**src/rtl/tlb_pkg.sv**
```systemverilog
// Shared state encoding, entry layout and default widths for the TLB controller.
package tlb_pkg;

  localparam int TLB_VPN_W    = 6;
  localparam int TLB_PPN_W    = 2;
  localparam int TLB_OFFSET_W = 8;

  typedef enum logic [1:0] {
    IDLE,
    WB,
    FETCH,
    RESP
  } tlb_state_e;

  // Entry layout follows the package widths; the controller's width parameters default to these.
  typedef struct packed {
    logic                 valid;
    logic                 dirty;
    logic                 ref_b;
    logic [TLB_VPN_W-1:0] vpn;
    logic [TLB_PPN_W-1:0] ppn;
  } tlb_entry_t;

endpackage

```
**src/rtl/tlb_lru.sv**
```systemverilog
// Age-based true-LRU tracker: ages form a permutation of 0..ENTRIES-1, the oldest is the victim.
module tlb_lru
  import tlb_pkg::*;
#(
  parameter  int ENTRIES = 4,
  localparam int IDX_W   = $clog2(ENTRIES)
) (
  input  logic             clk,
  input  logic             reset,
  input  logic             touch_i,
  input  logic [IDX_W-1:0] touch_idx_i,
  output logic [IDX_W-1:0] victim_o
);

  logic [IDX_W-1:0] age_q [ENTRIES];
  logic [IDX_W-1:0] age_d [ENTRIES];

  always_comb begin
    victim_o = '0;
    for (int i = 0; i < ENTRIES; i++) begin
      if (age_q[i] == IDX_W'(ENTRIES - 1)) victim_o = IDX_W'(i);
    end
  end

  // Touched entry becomes youngest; only entries younger than it age by one.
  always_comb begin
    for (int i = 0; i < ENTRIES; i++) age_d[i] = age_q[i];
    if (touch_i) begin
      for (int i = 0; i < ENTRIES; i++) begin
        if (IDX_W'(i) == touch_idx_i) begin
          age_d[i] = '0;
        end else if (age_q[i] < age_q[touch_idx_i]) begin
          age_d[i] = age_q[i] + 1'b1;
        end
      end
    end
  end

  always_ff @(posedge clk or posedge reset) begin
    if (reset) begin
      for (int i = 0; i < ENTRIES; i++) age_q[i] <= IDX_W'(i);
    end else begin
      for (int i = 0; i < ENTRIES; i++) age_q[i] <= age_d[i];
    end
  end

endmodule

```
**src/rtl/tlb_ctrl.sv**
```systemverilog
// Fully associative LRU TLB in front of the page table: dirty-victim write-back, then fetch on a miss.
// Defining TLB_STATS_EN adds saturating hit/miss counters and their output ports.
module tlb_ctrl
  import tlb_pkg::*;
#(
  parameter int ENTRIES  = 4,
  parameter int VPN_W    = TLB_VPN_W,
  parameter int PPN_W    = TLB_PPN_W,
  parameter int OFFSET_W = TLB_OFFSET_W
`ifdef TLB_STATS_EN
  ,
  parameter int CNT_W    = 16
`endif
) (
  input  logic                      clk,
  input  logic                      reset,
`ifdef TLB_STATS_EN
  output logic [CNT_W-1:0]          hit_count,
  output logic [CNT_W-1:0]          miss_count,
`endif
  input  logic                      cpu_req_valid,
  output logic                      cpu_req_ready,
  input  logic                      cpu_req_write,
  input  logic [VPN_W+OFFSET_W-1:0] cpu_vaddr,
  output logic                      cpu_resp_valid,
  output logic [PPN_W+OFFSET_W-1:0] cpu_paddr,
  output logic                      cpu_resp_fault,
  output logic                      pt_req_valid,
  output logic                      pt_req_write,
  output logic [VPN_W-1:0]          pt_vpn,
  output logic [PPN_W-1:0]          pt_ppn_out,
  input  logic                      pt_done,
  input  logic [PPN_W-1:0]          pt_ppn_in,
  input  logic                      pt_page_fault
);

  localparam int IDX_W = $clog2(ENTRIES);

  tlb_state_e                state_q, state_d;
  tlb_entry_t                entries_q [ENTRIES];
  logic [VPN_W+OFFSET_W-1:0] vaddr_q;
  logic                      write_q;
  logic                      hit_q;
  logic                      fault_q;
  logic [IDX_W-1:0]          idx_q;

  logic [VPN_W-1:0]          req_vpn;
  logic [VPN_W-1:0]          lat_vpn;
  logic                      hit;
  logic [IDX_W-1:0]          hit_idx;
  logic                      inv_found;
  logic [IDX_W-1:0]          inv_idx;
  logic [IDX_W-1:0]          lru_victim;
  logic [IDX_W-1:0]          victim;
  logic                      touch;

  assign req_vpn = cpu_vaddr[VPN_W+OFFSET_W-1:OFFSET_W];
  assign lat_vpn = vaddr_q[VPN_W+OFFSET_W-1:OFFSET_W];

  // Descending scan so the lowest-index invalid entry is the one left in inv_idx.
  always_comb begin
    hit       = 1'b0;
    hit_idx   = '0;
    inv_found = 1'b0;
    inv_idx   = '0;
    for (int i = ENTRIES - 1; i >= 0; i--) begin
      if (entries_q[i].valid && entries_q[i].vpn == req_vpn) begin
        hit     = 1'b1;
        hit_idx = IDX_W'(i);
      end
      if (!entries_q[i].valid) begin
        inv_found = 1'b1;
        inv_idx   = IDX_W'(i);
      end
    end
  end

  assign victim = inv_found ? inv_idx : lru_victim;
  assign touch  = (state_q == RESP) && !fault_q;

  tlb_lru #(
    .ENTRIES(ENTRIES)
  ) u_lru (
    .clk        (clk),
    .reset      (reset),
    .touch_i    (touch),
    .touch_idx_i(idx_q),
    .victim_o   (lru_victim)
  );

  always_ff @(posedge clk or posedge reset) begin
    if (reset) state_q <= IDLE;
    else       state_q <= state_d;
  end

  always_comb begin
    state_d        = state_q;
    cpu_req_ready  = 1'b0;
    cpu_resp_valid = 1'b0;
    cpu_paddr      = '0;
    cpu_resp_fault = 1'b0;
    pt_req_valid   = 1'b0;
    pt_req_write   = 1'b0;
    pt_vpn         = '0;
    pt_ppn_out     = '0;
    case (state_q)
      IDLE: begin
        cpu_req_ready = 1'b1;
        if (cpu_req_valid) begin
          if (hit)                                                     state_d = RESP;
          else if (entries_q[victim].valid && entries_q[victim].dirty) state_d = WB;
          else                                                         state_d = FETCH;
        end
      end
      WB: begin
        pt_req_valid = 1'b1;
        pt_req_write = 1'b1;
        pt_vpn       = entries_q[idx_q].vpn;
        pt_ppn_out   = entries_q[idx_q].ppn;
        if (pt_done) state_d = FETCH;
      end
      FETCH: begin
        pt_req_valid = 1'b1;
        pt_vpn       = lat_vpn;
        if (pt_done) state_d = RESP;
      end
      RESP: begin
        cpu_resp_valid = 1'b1;
        cpu_resp_fault = fault_q;
        if (!fault_q) cpu_paddr = {entries_q[idx_q].ppn, vaddr_q[OFFSET_W-1:0]};
        state_d = IDLE;
      end
      default: state_d = IDLE;
    endcase
  end

  always_ff @(posedge clk or posedge reset) begin
    if (reset) begin
      for (int i = 0; i < ENTRIES; i++) entries_q[i] <= '0;
      vaddr_q <= '0;
      write_q <= 1'b0;
      hit_q   <= 1'b0;
      fault_q <= 1'b0;
      idx_q   <= '0;
    end else begin
      case (state_q)
        IDLE: if (cpu_req_valid) begin
          vaddr_q <= cpu_vaddr;
          write_q <= cpu_req_write;
          hit_q   <= hit;
          fault_q <= 1'b0;
          idx_q   <= hit ? hit_idx : victim;
        end
        WB: if (pt_done) entries_q[idx_q].dirty <= 1'b0;
        FETCH: if (pt_done) begin
          // A faulting fetch leaves the victim entry exactly as it was.
          if (pt_page_fault) begin
            fault_q <= 1'b1;
          end else begin
            entries_q[idx_q].valid <= 1'b1;
            entries_q[idx_q].ref_b <= 1'b1;
            entries_q[idx_q].dirty <= write_q;
            entries_q[idx_q].vpn   <= lat_vpn;
            entries_q[idx_q].ppn   <= pt_ppn_in;
          end
        end
        RESP: if (hit_q) begin
          entries_q[idx_q].ref_b <= 1'b1;
          if (write_q) entries_q[idx_q].dirty <= 1'b1;
        end
        default: ;
      endcase
    end
  end

`ifdef TLB_STATS_EN
  logic [CNT_W-1:0] hit_cnt_q;
  logic [CNT_W-1:0] miss_cnt_q;

  always_ff @(posedge clk or posedge reset) begin
    if (reset) begin
      hit_cnt_q  <= '0;
      miss_cnt_q <= '0;
    end else if (state_q == IDLE && cpu_req_valid) begin
      if (hit) begin
        if (hit_cnt_q != '1) hit_cnt_q <= hit_cnt_q + 1'b1;
      end else begin
        if (miss_cnt_q != '1) miss_cnt_q <= miss_cnt_q + 1'b1;
      end
    end
  end

  assign hit_count  = hit_cnt_q;
  assign miss_count = miss_cnt_q;
`endif

endmodule

```
**config.mk**
```make
export PLATFORM = sky130hd
export DESIGN_NAME = tlb_ctrl
export DESIGN_NICKNAME = d
export VERILOG_FILES = /design/src/rtl/tlb_pkg.sv /design/src/rtl/tlb_lru.sv /design/src/rtl/tlb_ctrl.sv
export SDC_FILE = /design/constraint.sdc
export NUM_CORES = 1
export LEC_CHECK = 0
export CAP_MARGIN = 20
export CORE_ASPECT_RATIO = 0.9
export CORE_MARGIN = 3
export CORE_UTILIZATION = 33
export CTS_CLUSTER_DIAMETER = 120
export CTS_CLUSTER_SIZE = 25
export DETAILED_ROUTE_END_ITERATION = 8
export GPL_TIMING_DRIVEN = 0
export MAX_ROUTING_LAYER = met4
export SKIP_CTS_REPAIR_TIMING = 1
export SLEW_MARGIN = 20
export SYNTH_ARGS = -nofsm -noshare
export SYNTH_HDL_FRONTEND = slang
export SYNTH_SLANG_ARGS = --single-unit
```
**constraint.sdc**
```tcl
create_clock -name clk -period 3.7 [get_ports clk]
set_clock_uncertainty 0.1 [all_clocks]
set_input_delay 0.37 -clock clk [delete_from_list [all_inputs] [get_ports clk]]
set_output_delay 0.37 -clock clk [all_outputs]
set_load 0.005 [all_outputs]
```
==> impl_results.html <==
<table>
<tr><th>Metric</th><th>Value</th></tr>
<tr><th colspan="2">CTS</th></tr>
<tr><td>Number of buffers created by CTS</td><td>9</td></tr>
<tr><td>Bufs on Longest Clock Path</td><td>2</td></tr>
<tr><td>Clock-pin slew on the worst setup and hold paths</td><td>roughly 0.060 ns</td></tr>
<tr><td>Clock latency at the later pin of the worst-skew pair</td><td>0.33 ns</td></tr>
<tr><td>CTS H-tree depth</td><td>3</td></tr>
<tr><td>Clock tree from TritonCTS</td><td>yes</td></tr>
<tr><td>Clock Sink Count</td><td>roughly 70</td></tr>
<tr><td>CTS Root Cell</td><td>sky130_fd_sc_hd__clkbuf_16</td></tr>
<tr><th colspan="2">Global route</th></tr>
<tr><td>Total global-route track usage</td><td>0.172</td></tr>
<tr><td>Leftover overflow at the end of global routing</td><td>0</td></tr>
<tr><td>Largest net degree at the start of global routing</td><td>between 50 and 60</td></tr>
<tr><td>Initial antenna violation count</td><td>0</td></tr>
<tr><td>Wire length of the first global-routing pass</td><td>about 17000 um</td></tr>
<tr><td>Via count of the first global-routing pass</td><td>between 3000 and 4000</td></tr>
<tr><th colspan="2">Synth</th></tr>
<tr><td>Mux contribution to synthesized area</td><td>0.108</td></tr>
<tr><td>Fraction of synthesis flops using an asynchronous set or reset pin</td><td>1.00</td></tr>
<tr><td>Area of the mapped netlist</td><td>about 4000 um2</td></tr>
<tr><td>Commonest register cell after synthesis</td><td>sky130_fd_sc_hd__dfrtp_1</td></tr>
<tr><td>Post-Synth XOR/XNOR Area</td><td>0.0532</td></tr>
<tr><td>Largest cells by area after synthesis</td><td>sky130_fd_sc_hd__dfrtp_1 (41%), sky130_fd_sc_hd__a22o_1 (6.2%), sky130_fd_sc_hd__mux2_2 (4.3%), sky130_fd_sc_hd__mux4_2 (4.0%), sky130_fd_sc_hd__ha_1 (3.5%)</td></tr>
<tr><td>Proportion of netlist area held by the largest area contributor</td><td>0.412</td></tr>
<tr><td>Biggest area consumer among synthesized cells</td><td>sky130_fd_sc_hd__dfrtp_1</td></tr>
<tr><td>Mapped Cells</td><td>between 300 and 400</td></tr>
<tr><td>Syn_nets</td><td>roughly 380</td></tr>
<tr><td>Combinational family with the most area after synthesis</td><td>simple AND/OR/NAND/NOR gates</td></tr>
<tr><td>Compound-Gate Fraction of Synth Area</td><td>0.152</td></tr>
<tr><td>Synth warn</td><td>0</td></tr>
<tr><td>Mean area per synthesized cell</td><td>about 11 um2</td></tr>
<tr><td>Adder and majority cell fraction of the synthesized area</td><td>0.0348</td></tr>
<tr><td>FF+latch count, synth</td><td>69</td></tr>
<tr><td>Simple-gate share of the synthesized area</td><td>0.177</td></tr>
<tr><td>Share of the yosys chip area belonging to registers</td><td>0.438</td></tr>
<tr><td>Post-synth EDFFs</td><td>0</td></tr>
<tr><td>Unique cell type count in the Yosys netlist</td><td>slightly below 60</td></tr>
<tr><th colspan="2">Worst setup path</th></tr>
<tr><td>Worst path slowest cell</td><td>sky130_fd_sc_hd__clkdlybuf4s50_1</td></tr>
<tr><td>Start point of the critical path</td><td>state_q[0]$_DFFE_PP0P_</td></tr>
<tr><td>Startpoint kind of the worst setup timing path</td><td>register</td></tr>
<tr><td>Critical path data required time</td><td>about 3.2 ns</td></tr>
<tr><td>Cells along the critical path</td><td>ha_1 &gt; nor2b_1 &gt; clkbuf_1 &gt; clkbuf_1 &gt; and2_1 &gt; clkdlybuf4s50_1</td></tr>
<tr><td>Critical Path Most Common Cell</td><td>sky130_fd_sc_hd__clkbuf_1</td></tr>
<tr><td>Peak per-stage delay on the critical path</td><td>roughly 0.52 ns</td></tr>
<tr><td>Maximum fanout count along the critical path</td><td>10</td></tr>
<tr><td>CP Class</td><td>reg -&gt; out</td></tr>
<tr><td>Nature of the critical path endpoint</td><td>output pin</td></tr>
<tr><td>Startpoint of the worst-slack reg-to-reg timing path</td><td>idx_q[0]$_DFFE_PP0P_</td></tr>
<tr><td>Crit path DAT</td><td>2.62 ns</td></tr>
<tr><th colspan="2">Cells and area</th></tr>
<tr><td>Count of filler cells inserted in the layout</td><td>1126</td></tr>
<tr><td>Layout cells sized above 1</td><td>0.202</td></tr>
<tr><td>Number of antenna diodes</td><td>0</td></tr>
<tr><td>Design Area, Final</td><td>4880 um2</td></tr>
<tr><td>Area added between synthesis and finish</td><td>23.6%</td></tr>
<tr><td>Layout net count</td><td>~430</td></tr>
<tr><th colspan="2">Power and ir drop</th></tr>
<tr><td>Switching share of power</td><td>0.372</td></tr>
<tr><td>Leak Pwr</td><td>1.99 nW</td></tr>
<tr><td>Cell Int Power</td><td>approximately 2.8 mW</td></tr>
<tr><td>Fraction of power consumed by sequential logic</td><td>0.327</td></tr>
<tr><td>Largest vdd supply drop</td><td>between 0.0003 and 0.0004 V</td></tr>
<tr><td>Pwr Density</td><td>914 nW/um2</td></tr>
<tr><td>Logic pwr share</td><td>0.463</td></tr>
<tr><td>Reported net switching power</td><td>1.66 mW</td></tr>
<tr><td>Clock power frac</td><td>0.210</td></tr>
<tr><th colspan="2">Job</th></tr>
<tr><td>Max-cap check violation count</td><td>0</td></tr>
<tr><th colspan="2">STA</th></tr>
<tr><td>Final sum of negative setup slack</td><td>0 ns</td></tr>
<tr><td>Final count of pins violating max slew</td><td>0</td></tr>
<tr><td>Final critical-path share of the clock period</td><td>0.836</td></tr>
<tr><td>Slew Limit Headroom</td><td>0.549</td></tr>
<tr><td>Transition time of the tightest slew-check pin</td><td>roughly 0.67 ns</td></tr>
<tr><td>Final setup violation count</td><td>0</td></tr>
<tr><td>Time the final worst path needs with I/O delays and setup</td><td>just over 3 ns</td></tr>
<tr><td>Maximum clock frequency</td><td>323 MHz</td></tr>
<tr><td>Unrepaired setup endpoints after global routing</td><td>no</td></tr>
<tr><td>Min Hold Slack</td><td>about 0.24 ns</td></tr>
<tr><td>Final number of hold-violating endpoints</td><td>0</td></tr>
<tr><th colspan="2">Detailed routing</th></tr>
<tr><td>Aggregate routed wire length</td><td>~11000 um</td></tr>
<tr><td>Violation count after the first detailed-routing iteration</td><td>between 150 and 200</td></tr>
<tr><td>Average wire per standard cell</td><td>between 15 and 20 um</td></tr>
<tr><td>Via total after detailed routing</td><td>3034</td></tr>
<tr><td>Drc violations</td><td>0</td></tr>
<tr><td>Post-DR vias/cell</td><td>~5.4</td></tr>
<tr><td>DR pass1 iterations</td><td>5</td></tr>
<tr><td>Antenna-violating nets left</td><td>0</td></tr>
<tr><th colspan="2">Floorplanning</th></tr>
<tr><td>Die extent in y</td><td>about 110 um</td></tr>
<tr><td>Overall die area</td><td>approximately 13000 um2</td></tr>
<tr><td>Effective utilization at floorplan</td><td>0.341</td></tr>
<tr><td>Core region area</td><td>approximately 12000 um2</td></tr>
<tr><td>IO Pins</td><td>between 40 and 50</td></tr>
<tr><td>Cell row count</td><td>37</td></tr>
<tr><td>Horizontal extent of the die</td><td>roughly 120 um</td></tr>
<tr><th colspan="2">Placement</th></tr>
<tr><td>Gpl congestion</td><td>0.872</td></tr>
<tr><td>Dpl cell area</td><td>4560 um2</td></tr>
<tr><td>Port Buffer Count</td><td>38</td></tr>
<tr><td>Detail Placement HPWL</td><td>7370 um</td></tr>
<tr><th colspan="2">Worst hold path</th></tr>
<tr><td>Worst Hold Class</td><td>in -&gt; async</td></tr>
<tr><th colspan="2">Outcome</th></tr>
<tr><td>Status</td><td>completed</td></tr>
</table>
-- metal layers --
metal,vias to the layer above,track usage,share of wire
li1,1378,-,-
met1,1553,0.232,0.47
met2,88,0.262,0.46
met3,15,0.0422,0.059
met4,0,0.0416,0.014
met5,-,-,0
-- stage by stage --
stage / std cells / total power, mW / worst slack [ns] / utilization
2_1_floorplan: 346 / 2.82 / 1.50 / -
3_3_place_gp: 540 / 3.47 / 0.232 / 0.391
3_5_place_dp: 541 / 3.52 / 0.948 / 0.394
4_1_cts: 557 / 4.48 / 0.575 / 0.422
5_1_grt: 557 / 4.77 / 0.361 / 0.422
6_report: 557 / 4.46 / 0.608 / 0.422
-- cell usage after synthesis, types with 2 or more instances --
cell	instances
sky130_fd_sc_hd__dfrtp_1	65
sky130_fd_sc_hd__a22o_1	28
sky130_fd_sc_hd__nand2_1	24
sky130_fd_sc_hd__mux2_2	15
sky130_fd_sc_hd__o21ai_0	14
sky130_fd_sc_hd__and2_1	13
sky130_fd_sc_hd__xnor2_1	12
sky130_fd_sc_hd__xor2_1	12
sky130_fd_sc_hd__ha_1	11
sky130_fd_sc_hd__nand2b_1	11
sky130_fd_sc_hd__nor2b_1	11
sky130_fd_sc_hd__buf_2	8
sky130_fd_sc_hd__nand4_1	8
sky130_fd_sc_hd__nor2_1	8
sky130_fd_sc_hd__mux4_2	7
sky130_fd_sc_hd__a22oi_1	6
sky130_fd_sc_hd__or2_2	6
sky130_fd_sc_hd__a21oi_1	5
sky130_fd_sc_hd__inv_1	5
sky130_fd_sc_hd__nand3_1	5
sky130_fd_sc_hd__o211ai_1	5
sky130_fd_sc_hd__buf_4	4
sky130_fd_sc_hd__buf_6	4
sky130_fd_sc_hd__dfstp_2	4
sky130_fd_sc_hd__nor2_4	4
sky130_fd_sc_hd__nor4_2	4
sky130_fd_sc_hd__a211oi_1	3
sky130_fd_sc_hd__a31oi_1	3
sky130_fd_sc_hd__clkbuf_1	3
sky130_fd_sc_hd__mux4_1	3
sky130_fd_sc_hd__o21ai_1	3
sky130_fd_sc_hd__mux2i_1	2
sky130_fd_sc_hd__nor3b_1	2
sky130_fd_sc_hd__o21a_1	2
sky130_fd_sc_hd__o22ai_1	2
-- path summary, 6_finish.rpt --
check | endpoint | slack [ns] | depth (start not counted)
setup / recovery | cpu_paddr[8] | 0.61 | 6
hold / removal | vaddr_q[6]$_DFFE_PP0P_ | 0.24 | 2
setup reg to reg | u_lru.age_q[7]$_DFFE_PP0P_ | 1.10 | 9
hold reg to reg | vaddr_q[0]$_DFFE_PP0P_ | 0.40 | 1
max in group asynchronous | u_lru.age_q[0]$_DFFE_PP1P_ | 2.69 | 3
min in group clk | vaddr_q[11]$_DFFE_PP0P_ | 0.25 | 2
-- layout by cell type, fill, tap and decap left out, types with 3 or more instances in the layout --
master                            count
sky130_fd_sc_hd__a211oi_1             3
sky130_fd_sc_hd__a21oi_1              5
sky130_fd_sc_hd__a22o_1              28
sky130_fd_sc_hd__a22oi_1              6
sky130_fd_sc_hd__a31oi_1              3
sky130_fd_sc_hd__and2_1              13
sky130_fd_sc_hd__buf_2                8
sky130_fd_sc_hd__buf_4                4
sky130_fd_sc_hd__buf_6                4
sky130_fd_sc_hd__clkbuf_1             4
sky130_fd_sc_hd__clkbuf_16            9
sky130_fd_sc_hd__clkdlybuf4s50_1     38
sky130_fd_sc_hd__dfrtp_1             65
sky130_fd_sc_hd__dfstp_2              4
sky130_fd_sc_hd__ha_1                11
sky130_fd_sc_hd__inv_1                4
sky130_fd_sc_hd__mux2_2              15
sky130_fd_sc_hd__mux4_1               3
sky130_fd_sc_hd__mux4_2               7
sky130_fd_sc_hd__nand2_1             24
sky130_fd_sc_hd__nand2b_1            11
sky130_fd_sc_hd__nand3_1              5
sky130_fd_sc_hd__nand4_1              8
sky130_fd_sc_hd__nor2_1               8
sky130_fd_sc_hd__nor2_4               4
sky130_fd_sc_hd__nor2b_1             11
sky130_fd_sc_hd__nor4_2               4
sky130_fd_sc_hd__o211ai_1             5
sky130_fd_sc_hd__o21ai_0             14
sky130_fd_sc_hd__o21ai_1              3
sky130_fd_sc_hd__or2_2                6
sky130_fd_sc_hd__xnor2_1             12
sky130_fd_sc_hd__xor2_1              12
-- power by group through the flow --
stage | sequential [mW] | clock, mW | combinational, mW
2_1_floorplan | 1.35 | 0 | 1.47
3_3_place_gp | 1.45 | 0 | 2.02
3_5_place_dp | 1.46 | 0 | 2.06
4_1_cts | 1.45 | 0.953 | 2.07
5_1_grt | 1.51 | 0.983 | 2.28
6_report | 1.46 | 0.937 | 2.06
-- logic make-up (layout without fill, tap and decap cells) --
logic type | after synthesis | count (layout)
buffers and inverters | 24 | 79
DFF | 69 | 69
AOI/OAI and AO/OA | 82 | 82
xor gates and xnor gates | 24 | 24
adders and majority gates | 11 | 11
muxes | 27 | 27
and+or+nand+nor | 109 | 109
-- critical path: cells and delay by family (launching register included) --
family	cells	cell delay, ns
adder cells (fa/ha/maj)	1	0.32
buffers and inverters	3	1.23
flip-flops	1	0.39
AND/OR/NAND/NOR	2	0.35
-- area by class of cell --
type,instances,area (um2),share of cell area
Buffer,19,126,0.0259
Clock inverter,5,83.8,0.0172
Clock buffer,11,243,0.0497
Sequential cell,69,1730,0.355
Inverter,5,21.3,0.00436
Tap cell,156,195,0.0400
Timing Repair Buffer,39,408,0.0835
Multi-Input combinational cell,253,2070,0.425
(Power assumes the default switching activity.)
